$ cat config.mk
export PLATFORM = sky130hd
export DESIGN_NAME = char_buf_ctrl_flat
export DESIGN_NICKNAME = d
export VERILOG_FILES = /design/src/rtl/char_buf_pkg.sv /design/src/rtl/char_buf_if.sv /design/src/rtl/char_buf_fill_engine.sv /design/src/rtl/char_buf_ctrl.sv /design/src/flat_wrapper.sv
export SDC_FILE = /design/constraint.sdc
export NUM_CORES = 1
export LEC_CHECK = 0
export ABC_AREA = 1
export CAP_MARGIN = 0
export CORE_MARGIN = 1
export CORE_UTILIZATION = 29
export CTS_CLUSTER_DIAMETER = 100
export CTS_CLUSTER_SIZE = 24
export DETAILED_ROUTE_END_ITERATION = 10
export MAX_ROUTING_LAYER = met4
export SKIP_LAST_GASP = 1
export SLEW_MARGIN = 20
export SYNTH_ARGS = -nofsm -noshare
export SYNTH_HDL_FRONTEND = slang
export SYNTH_SLANG_ARGS = --single-unit
$ cat constraint.sdc
create_clock -name clk -period 7.6 [get_ports clk]
set_input_delay 2.28 -clock clk [delete_from_list [all_inputs] [get_ports clk]]
set_output_delay 2.28 -clock clk [all_outputs]
set_load 0.05 [all_outputs]
$ cat src/rtl/char_buf_pkg.sv
// Shared definitions for the character buffer controller.
// Optional form feed clear is enabled by CHAR_BUF_FORMFEED_EN.
package char_buf_pkg;

    typedef logic [1:0] state_t;

    localparam logic [1:0] IDLE       = 2'd0;
    localparam logic [1:0] SCROLL_CP  = 2'd1;
    localparam logic [1:0] SCROLL_CLR = 2'd2;
    localparam logic [1:0] CLEAR      = 2'd3;

    localparam logic [7:0] CR   = 8'h0D;
    localparam logic [7:0] LF   = 8'h0A;
    localparam logic [7:0] BS   = 8'h08;
    localparam logic [7:0] DEL  = 8'h7F;
    localparam logic [7:0] TAB  = 8'h09;
    localparam logic [7:0] HOME = 8'h01;
    localparam logic [7:0] FF   = 8'h0C;

    localparam logic [6:0] FILL_CHAR = 7'h20;

    function automatic logic is_printable(input logic [7:0] b);
        return (b >= 8'h20) && (b <= 8'h7E);
    endfunction

endpackage

$ cat src/rtl/char_buf_if.sv
// Byte stream handshake into the character buffer controller.
// Master drives valid/data, slave answers with ready.
interface char_buf_if;

    logic       in_valid;
    logic [7:0] in_data;
    logic       in_ready;

    modport master (
        output in_valid,
        output in_data,
        input  in_ready
    );

    modport slave (
        input  in_valid,
        input  in_data,
        output in_ready
    );

endinterface

$ cat src/rtl/char_buf_fill_engine.sv
// Scroll/clear address sequencer; owns the controller FSM state.
// CLEAR sequencing exists only when CHAR_BUF_FORMFEED_EN is defined.
module char_buf_fill_engine
    import char_buf_pkg::*;
#(
    parameter int COLS   = 160,
    parameter int ROWS   = 90,
    parameter int ADDR_W = 14
) (
    input  logic              clk,
    input  logic              rst,
    input  logic              go_scroll,
`ifdef CHAR_BUF_FORMFEED_EN
    input  logic              go_clear,
`endif
    input  logic [6:0]        mem_rdata,
    output state_t            state,
    output logic [ADDR_W-1:0] rd_addr,
    output logic              wr_en,
    output logic [ADDR_W-1:0] wr_addr,
    output logic [6:0]        wr_data
);

    localparam int CP_LEN = COLS * (ROWS - 1);
`ifdef CHAR_BUF_FORMFEED_EN
    localparam int CELLS  = COLS * ROWS;
`endif

    logic [ADDR_W-1:0] cnt;
    logic              last;

    // final cycle of the current phase
    always_comb begin
        last = 1'b0;
        unique case (state)
            SCROLL_CP:  last = (cnt == ADDR_W'(CP_LEN));
            SCROLL_CLR: last = (cnt == ADDR_W'(COLS - 1));
`ifdef CHAR_BUF_FORMFEED_EN
            CLEAR:      last = (cnt == ADDR_W'(CELLS - 1));
`endif
            default:    last = 1'b0;
        endcase
    end

    // phase state and cell counter
    always_ff @(posedge clk or posedge rst) begin
        if (rst) begin
            state <= IDLE;
            cnt   <= '0;
        end else begin
            unique case (state)
                IDLE: begin
                    cnt <= '0;
                    if (go_scroll)
                        state <= SCROLL_CP;
`ifdef CHAR_BUF_FORMFEED_EN
                    else if (go_clear)
                        state <= CLEAR;
`endif
                end
                SCROLL_CP: begin
                    if (last) begin
                        state <= SCROLL_CLR;
                        cnt   <= '0;
                    end else begin
                        cnt <= cnt + ADDR_W'(1);
                    end
                end
                SCROLL_CLR: begin
                    if (last)
                        state <= IDLE;
                    else
                        cnt <= cnt + ADDR_W'(1);
                end
`ifdef CHAR_BUF_FORMFEED_EN
                CLEAR: begin
                    if (last)
                        state <= IDLE;
                    else
                        cnt <= cnt + ADDR_W'(1);
                end
`endif
                default: state <= IDLE;
            endcase
        end
    end

    // copy reads run one cell ahead of the writes they feed
    always_comb begin
        rd_addr = cnt + ADDR_W'(COLS);
        wr_en   = 1'b0;
        wr_addr = cnt;
        wr_data = FILL_CHAR;
        unique case (state)
            SCROLL_CP: begin
                wr_en   = (cnt != '0);
                wr_addr = cnt - ADDR_W'(1);
                wr_data = mem_rdata;
            end
            SCROLL_CLR: begin
                wr_en   = 1'b1;
                wr_addr = cnt + ADDR_W'(CP_LEN);
            end
`ifdef CHAR_BUF_FORMFEED_EN
            CLEAR: wr_en = 1'b1;
`endif
            default: wr_en = 1'b0;
        endcase
    end

endmodule

$ cat src/rtl/char_buf_ctrl.sv
// Character buffer controller: cursor logic and RAM port arbitration.
// Define CHAR_BUF_FORMFEED_EN to make 0x0C clear the whole screen.
module char_buf_ctrl
    import char_buf_pkg::*;
#(
    parameter int COLS   = 160,
    parameter int ROWS   = 90,
    parameter int ADDR_W = 14,
    parameter int TAB_W  = 4
) (
    input  logic              clk,
    input  logic              rst,
    char_buf_if.slave         rx,
    input  logic [ADDR_W-1:0] scan_raddr,
    output logic [ADDR_W-1:0] mem_raddr,
    input  logic [6:0]        mem_rdata,
    output logic              mem_we,
    output logic [ADDR_W-1:0] mem_waddr,
    output logic [6:0]        mem_wdata,
    output logic [ADDR_W-1:0] cursor_addr,
    output logic              busy
);

    localparam int CELLS = COLS * ROWS;
    localparam int CW    = ADDR_W + 1;

    state_t            state;
    logic              accept;
    logic              wrap;
    logic [ADDR_W:0]   cur_ext;
    logic [ADDR_W:0]   nxt;
    logic              char_we;
    logic [ADDR_W-1:0] char_waddr;
    logic [6:0]        char_wdata;
    logic [ADDR_W-1:0] eng_raddr;
    logic              eng_we;
    logic [ADDR_W-1:0] eng_waddr;
    logic [6:0]        eng_wdata;
`ifdef CHAR_BUF_FORMFEED_EN
    logic              is_ff;
`endif

    assign rx.in_ready = (state == IDLE) && !rst;
    assign accept      = rx.in_valid && rx.in_ready;
    assign busy        = (state != IDLE);
    assign cur_ext     = {1'b0, cursor_addr};
    assign mem_raddr   = (state == SCROLL_CP) ? eng_raddr : scan_raddr;
    assign wrap        = (nxt >= CW'(CELLS));

    // decode the byte into a cursor move and an optional cell write
    always_comb begin
        nxt        = cur_ext;
        char_we    = 1'b0;
        char_waddr = cursor_addr;
        char_wdata = rx.in_data[6:0];
`ifdef CHAR_BUF_FORMFEED_EN
        is_ff      = 1'b0;
`endif
        unique case (1'b1)
            is_printable(rx.in_data): begin
                nxt     = cur_ext + CW'(1);
                char_we = 1'b1;
            end
            (rx.in_data == CR):
                nxt = (cur_ext / CW'(COLS)) * CW'(COLS);
            (rx.in_data == HOME):
                nxt = '0;
            (rx.in_data == LF):
                nxt = cur_ext + CW'(COLS);
            (rx.in_data == TAB):
                nxt = (cur_ext & ~CW'(TAB_W - 1)) + CW'(TAB_W);
            ((rx.in_data == BS || rx.in_data == DEL)
             && cursor_addr != '0): begin
                nxt        = cur_ext - CW'(1);
                char_we    = 1'b1;
                char_waddr = cursor_addr - ADDR_W'(1);
                char_wdata = FILL_CHAR;
            end
`ifdef CHAR_BUF_FORMFEED_EN
            (rx.in_data == FF): begin
                nxt   = '0;
                is_ff = 1'b1;
            end
`endif
            default: nxt = cur_ext;
        endcase
    end

    // cursor update; wrapping past the last cell pulls back one row
    always_ff @(posedge clk or posedge rst) begin
        if (rst)
            cursor_addr <= '0;
        else if (accept)
            cursor_addr <= wrap ? ADDR_W'(nxt - CW'(COLS))
                                : nxt[ADDR_W-1:0];
    end

    // registered RAM write port, fill engine has priority
    always_ff @(posedge clk or posedge rst) begin
        if (rst) begin
            mem_we    <= 1'b0;
            mem_waddr <= '0;
            mem_wdata <= '0;
        end else if (eng_we) begin
            mem_we    <= 1'b1;
            mem_waddr <= eng_waddr;
            mem_wdata <= eng_wdata;
        end else begin
            mem_we    <= accept && char_we;
            mem_waddr <= char_waddr;
            mem_wdata <= char_wdata;
        end
    end

    char_buf_fill_engine #(
        .COLS   (COLS),
        .ROWS   (ROWS),
        .ADDR_W (ADDR_W)
    ) u_fill (
        .clk       (clk),
        .rst       (rst),
        .go_scroll (accept && wrap),
`ifdef CHAR_BUF_FORMFEED_EN
        .go_clear  (accept && is_ff),
`endif
        .mem_rdata (mem_rdata),
        .state     (state),
        .rd_addr   (eng_raddr),
        .wr_en     (eng_we),
        .wr_addr   (eng_waddr),
        .wr_data   (eng_wdata)
    );

endmodule

$ cat src/flat_wrapper.sv
// flat-port wrapper written by rule: the top's interface ports become plain ports
module char_buf_ctrl_flat import char_buf_pkg::*;
#(
    parameter int COLS   = 160,
    parameter int ROWS   = 90,
    parameter int ADDR_W = 14,
    parameter int TAB_W  = 4
)
  (clk, rst, scan_raddr, mem_raddr, mem_rdata, mem_we, mem_waddr, mem_wdata, cursor_addr, busy, rx_in_valid, rx_in_data, rx_in_ready);
  char_buf_if rx_i ();
  input  logic clk;
  input  logic rst;
  input  logic [ADDR_W-1:0] scan_raddr;
  output logic [ADDR_W-1:0] mem_raddr;
  input  logic [6:0] mem_rdata;
  output logic mem_we;
  output logic [ADDR_W-1:0] mem_waddr;
  output logic [6:0] mem_wdata;
  output logic [ADDR_W-1:0] cursor_addr;
  output logic busy;
  input wire logic [$bits(rx_i.in_valid)-1:0] rx_in_valid;
  input wire logic [$bits(rx_i.in_data)-1:0] rx_in_data;
  output wire logic [$bits(rx_i.in_ready)-1:0] rx_in_ready;
  assign rx_i.in_valid = rx_in_valid;
  assign rx_i.in_data = rx_in_data;
  assign rx_in_ready = rx_i.in_ready;
  char_buf_ctrl #(.COLS(COLS), .ROWS(ROWS), .ADDR_W(ADDR_W), .TAB_W(TAB_W)) u_core (.clk(clk), .rst(rst), .rx(rx_i), .scan_raddr(scan_raddr), .mem_raddr(mem_raddr), .mem_rdata(mem_rdata), .mem_we(mem_we), .mem_waddr(mem_waddr), .mem_wdata(mem_wdata), .cursor_addr(cursor_addr), .busy(busy));
endmodule
==> metrics, run 1 <==
via count normalized by instance count 5.03; Reg2Reg Capture Point u_core.cursor_addr[13]; library cells used by synthesis 57; DIE WIDTH 148 µm; actual slew at the worst max-slew pin 0.870 ns; Worst Path Max Fanout 11; Setup Viol. Count Final 0; 1st-iter DRT viols 371; Area growth syn-to-layout 21.3%; Worst EP arrival 7.10 ns; Worst Hold Depth 2; Multi-input gate area 4230 µm²; Synthesized Nets 1013; grt ovf 0; Int Pwr 0.000605 W; Synth Cell Area 6150 µm²; IO Pins 84; Crit Path Class in2reg; Max Freq 145 MHz; met1 wire length 9410 µm; antenna diode count 0; most used cell, CP nand2_1; antenna-violating nets left 0; register area share after synthesis 21.2%; Max-Cap Viols 0; post-cts resize count 0; CTS root buffer clkbuf_16; Async S/R FF share, synth 100%; chip height 148 µm; Hold Path Class reg2reg; Yosys reg bits 52; crit path launch type primary input; Final Slew Violations 0; Fin Hold WS 0.582 ns; hpwl dp 15200 µm; area leader, netlist dfrtp_1; combinational power share 41.5%; Worst path max stage delay 0.48 ns; fillers 2219; Peak VDD IR 111 µV; DR pass1 iterations 7; layout cells sized above 1 10.4%; Worst Skew 0.00748 ns; total number of vias 6428; period utilization 90.9%; postcts setup bufs 0; max_slew headroom 41.8%; routed wl met3 1140 µm; ys flop type dfrtp_1; # hold bufs at CTS 0; worst setup path start rx_in_data[4]; clock-pin transition on the worst setup and hold timing paths 0.07 ns; placed cell area 7270 µm²; clk buf depth 2; TritonCTS Buffers 5; final net count 1088; CP max-delay cell clkdlybuf4s50_1; switching pwr 0.000376 W; Period minus WS final 6.91 ns; Leak 3.36 nW; met2 wire len 8500 µm; status finished clean; GRT Overall Usage 18.6%; Fin. Hold Viols 0; hold path endpoint u_core.u_fill.state[1]; total power 0.000981 W; CTS tree built; DIE AREA 21800 µm²; Worst setup EP type flop; Core Area 20500 µm²; Critical Path RT 7.79 ns; final core occ 36.4%; vias in the first global route 6097; hold wc startpoint u_core.u_fill.state[1]; FF/Latch Area 1300 µm²; pin count of the biggest net entering global routing 53; Synth Warn # 0; CTS H-tree depth 2; Area contributors post-synth dfrtp_1 (21%), nand2_1 (12%), ha_1 (9.4%); Site Rows 52; r2r startpoint u_core.cursor_addr[5]; initial cell density of the core 30.0%; number of enable flip-flop cells after synthesis 0; fin area 7460 µm²; Reg power frac 30.1%; R2R cell count 52; drt total wl 19400 µm; clk_lat worst skew 0.29 ns; pwr dens 131 nW/µm²; first-pass GRT wire length 31400 µm; syn_area_per_cell 6.59 µm²; worst reg-to-reg setup slack 0.77 ns; DR WL/cell 15.2 µm; DRC viols 0; Sw Ratio 38.3%; Synth Instances 933; Clock power frac 28.4%; Port Buf Inserts 83; Yosys top cell area share 21.2%; initial antenna violation count 0; GPL Wtd Cong 0.913; DR top layer met4; clk sinks 52
-- worst max-delay path by stage --
stage                        endpoint  slack, ns  cells after the start
3_5_place_dp   u_core.cursor_addr[13]       0.21                     36
4_1_cts        u_core.cursor_addr[13]       0.50                     36
2_1_floorplan  u_core.cursor_addr[12]       1.15                     35
5_1_grt        u_core.cursor_addr[13]     -0.002                     36
6_report       u_core.cursor_addr[13]       0.69                     36
3_3_place_gp   u_core.cursor_addr[13]       0.28                     36
-- cells by family after synthesis --
| kind of cell | synth area share (%) |
|---|---|
| flip-flops | 21.2 |
| AO/OA/AOI/OAI | 17.4 |
| multiplexers | 0.163 |
| buffers and inverters | 10.4 |
| adder cells (fa/ha/maj) | 10.0 |
| XOR/XNOR | 4.96 |
| AND/OR/NAND/NOR | 36.0 |
-- area by class of cell --
class                   instances  share of cell area (%)
multi-input cells             727                    56.7
flip-flops and latches         52                    17.4
inverters                     127                    6.54
clock buffers                   7                    2.05
clock inverters                 1                   0.402
repair buffers                 95                    12.3
well taps                     270                    4.53
-- synthesized netlist by cell type (all sizes together) (3+ instances only) --
cell    number
o21ai       76
nor4         5
o221ai       6
inv        125
nor2       122
xor2        29
o211ai       7
a211oi       6
nand4       14
nand2      224
ha          46
o22ai        8
or2          6
a31oi       13
clkbuf      15
dfrtp       52
xnor2        5
nand3b       3
nand3       66
nor3        21
nor3b        3
a21oi       39
o21bai       5
buf         12
-- power groups by stage --
stage / clock network [W] / logic (W) / registers, W
global placement: 0 / 0.000399 / 0.000301
detailed placement: 0 / 0.000401 / 0.000301
global route: 0.000295 / 0.000456 / 0.000297
CTS: 0.000285 / 0.000404 / 0.000296
floorplan: 0 / 0.000271 / 0.000314
finish: 0.000278 / 0.000407 / 0.000296
-- metal layers --
metal,global-route usage [%],vias up
li1,-,3252
met1,25.3,2964
met2,28.8,189
met3,2.87,23
met4,4.54,0
met5,-,-
-- cell usage in the layout, fill, tap and decap left out, types with 14 or more instances in the layout --
master and count:
nand2_1 192, inv_1 113, nor2_1 109, clkdlybuf4s50_1 83
o21ai_0 66, nand3_1 52, dfrtp_1 52, ha_1 46
a21oi_1 39, xor2_1 28, nand2_2 21, nor3_1 21
nand4_1 14
-- metrics by stage --
step,setup slack (ns),std cells,TNS [ns]
2_1_floorplan,1.15,933,0
3_5_place_dp,0.207,1271,0
4_1_cts,0.497,1279,0
3_3_place_gp,0.279,1271,0
6_report,0.691,1279,0
5_1_grt,-0.00248,1279,-0.00248
-- sequential cells by signal, summed over array words and instances, names as in the netlist --
register             cells
u_core.cursor_addr      14
u_core.mem_waddr        14
u_core.mem_wdata         7
u_core.mem_we            1
u_core.u_fill.cnt       14
u_core.u_fill.state      2
-- critical path, delay by kind of cell --
family,cells,cell delay [ns]
XOR/XNOR,2,0.27
AO/OA/AOI/OAI,9,1.34
buffers and inverters,6,0.91
adder cells (fa/ha/maj),1,0.29
AND/OR/NAND/NOR,18,2.03
Note: power is estimated with default switching activity, not from simulation.
==> run 2: changes to the inputs <==
Settings changed: CORE_ASPECT_RATIO from default to 0.9, CTS_CLUSTER_SIZE 24 to default, MAX_ROUTING_LAYER met4 to default.
==> run 2 against run 1 <==
Effect of this change:
- final cell count rose by 1.4%
- combinational power is 4.9% lower
- count of clock-buffer cells in the layout down 2
- design area up 0.39%
- clock power is 4% lower
- first-iteration DRC count grew 32%
- wire length up 0.74%
- non-clock buffer count rose by 2
- sequential power about the same
- utilization shrank 0.34 points
- register-to-register slack barely moved
- critical path type unchanged
- largest cell class unchanged
- largest power group unchanged
==> metrics, run 2 (synthesis results as in run 1) <==
status finished clean; combinational power share 40.7% (-0.8 points); Sw Ratio 38.9% (+0.56 points); Hold Path Class reg2reg; most used cell, CP nand2_1; FF/Latch Area 1300 µm² (unchanged); pin count of the biggest net entering global routing 53 (unchanged); Largest regs u_core.cursor_addr (14), u_core.mem_waddr (14), u_core.u_fill.cnt (14); Multi-input gate area 4240 µm² (+0.21%); GRT Overall Usage 18.1% (-0.51 points); pwr dens 127 nW/µm² (-3.6%); CP max-delay cell clkdlybuf4s50_1; CTS H-tree depth 2 (unchanged); Int Pwr 0.000580 W (-4.1%); fillers 2261 (+1.9%); DR pass1 iterations 5 (-2); Area growth syn-to-layout 21.8%; Crit Path Class in2reg; Period minus WS final 7.01 ns (+0.100 ns); switching pwr 0.000369 W (-1.8%); Critical Path RT 7.79 ns (about the same); IO Pins 84 (unchanged); post-route insts no fill 1297 (+1.4%); layout cells sized above 1 10.6% (+0.18 points); antenna diode count 0 (unchanged); Worst setup EP type flop; Peak VDD IR 71.4 µV (-36%); vias in the first global route 5912 (-3.0%); antenna-violating nets left 0 (unchanged); Worst EP arrival 7.20 ns (+0.10 ns); CTS root buffer clkbuf_16; Worst Path Max Fanout 9 (-2); DR WL/cell 15.1 µm (-0.66%); clock-pin transition on the worst setup and hold timing paths 0.08 ns (about the same); Clock power frac 28.0% (-0.4 points); first-pass GRT wire length 31200 µm (-0.40%); initial antenna violation count 0 (unchanged); actual slew at the worst max-slew pin 0.974 ns (+0.104 ns); crit path launch type primary input; GPL Wtd Cong 0.873 (-4.4%); clk_lat worst skew 0.30 ns (about the same); final net count 1090 (+0.18%); chip height 140 µm (-5.1%); Final Slew Violations 0 (unchanged); most frequent cells in the layout nand2_1 (192), inv_1 (113), nor2_1 (109); Worst Skew 0.0102 ns (+0.00271 ns); worst setup margin 0.591 ns (-0.100 ns); DRC viols 0 (unchanged); TritonCTS Buffers 5 (unchanged); Port Buf Inserts 83 (unchanged); max_slew headroom 34.9% (-6.9 points); Setup Viol. Count Final 0 (unchanged); Max-Cap Viols 0 (unchanged); via count normalized by instance count 4.99 (-0.76%); total power 0.000949 W (-3.2%); hpwl dp 15300 µm (+0.82%); period utilization 92.2% (+1.3 points); commonest non-fill, non-tap cell in the layout nand2_1; Core Area 20800 µm² (+1.3%); DIE WIDTH 156 µm (+5.3%); total number of vias 6469 (+0.64%); clk buf depth 2 (unchanged); placed cell area 7300 µm² (+0.48%); Site Rows 50 (-3.8%); Reg power frac 31.3% (+1.2 points); 1st-iter DRT viols 488 (+32%); Max Freq 143 MHz (-1.4%); drt total wl 19500 µm (+0.74%); initial cell density of the core 29.6% (-0.40 points); DIE AREA 21800 µm² (about the same); grt ovf 0 (unchanged); Placed Cells 1289 (+1.4%); Fin. Hold Viols 0 (unchanged); DP Worst Slack 0.168 ns (-0.0386 ns); fin area 7490 µm² (+0.39%); Leak 3.36 nW (about the same); CTS tree built; final core occ 36.1% (-0.34 points); Worst path max stage delay 0.57 ns (+0.09 ns); clk sinks 52 (unchanged)
## run 2: cell count changes in the layout (fill, tap and decap cells not counted)
cell,before,now
buf_4,12,14
clkbuf_8,2,0
clkinv_2,1,2
clkinvlp_4,0,1
nor4_2,2,1
nor4_4,0,1
## run 2: path summary, 6_finish.rpt
| path | cells past startpoint | slack (ns) | endpoint | startpoint |
|---|---|---|---|---|
| setup / recovery | 36 | 0.59 | u_core.cursor_addr[13] | rx_in_data[7] |
| hold / removal | 2 | 0.60 | u_core.u_fill.state[1] | u_core.u_fill.state[1] |
| setup reg to reg | 47 | 0.78 | u_core.cursor_addr[7] | u_core.cursor_addr[10] |
| hold reg to reg | 2 | 0.60 | u_core.u_fill.state[1] | u_core.u_fill.state[1] |
| max in group asynchronous | 3 | 4.62 | u_core.mem_waddr[9] | rst |
| min in group asynchronous | 3 | 2.50 | u_core.cursor_addr[2] | rst |
## run 2: cell type report
type | count | share of cell area, %
Inverter | 127 | 6.52
Sequential cell | 52 | 17.4
Tap cell | 286 | 4.78
Clock inverter | 3 | 0.568
Clock buffer | 5 | 1.67
Multi-Input combinational cell | 727 | 56.6
Timing Repair Buffer | 97 | 12.5
## run 2: metrics by stage
stage / TNS (ns) / hold slack [ns]
finish: 0 / 0.599
global route: -0.000838 / 0.612
CTS: 0 / 0.598
detailed placement: 0 / 0.580
global placement: 0 / 0.547
floorplan: 0 / 0.509
## run 2: critical path: cells and delay by family
kind            cells  cell delay [ns]
xor+xnor            2             0.27
simple gates       20             1.90
compound gates      8             1.34
buf+inv             5             0.97
fa+ha+maj           1             0.42
## run 2: metal layers
layer,share of wire [%],up-vias,GRT usage [%]
met1,50,3001,26.8
met4,0.80,0,2.58
met2,42,201,27.6
met5,0,-,0
met3,6.6,13,3.28
li1,-,3254,-
## run 2: what timing repair did
action | in CTS | in global routing
buffers inserted | 0 | 0
hold buffers | 0 | 0
setup endpoints to repair | 0 | 11
resized for setup | 0 | 4
## run 2: power by group through the flow
stage          Clock, W  Combinational (W)  Sequential [W]
2_1_floorplan         0           0.000271        0.000314
3_3_place_gp          0           0.000382        0.000303
3_5_place_dp          0           0.000385        0.000303
4_1_cts        0.000269           0.000386        0.000297
5_1_grt        0.000282           0.000434        0.000298
6_report       0.000266           0.000387        0.000297
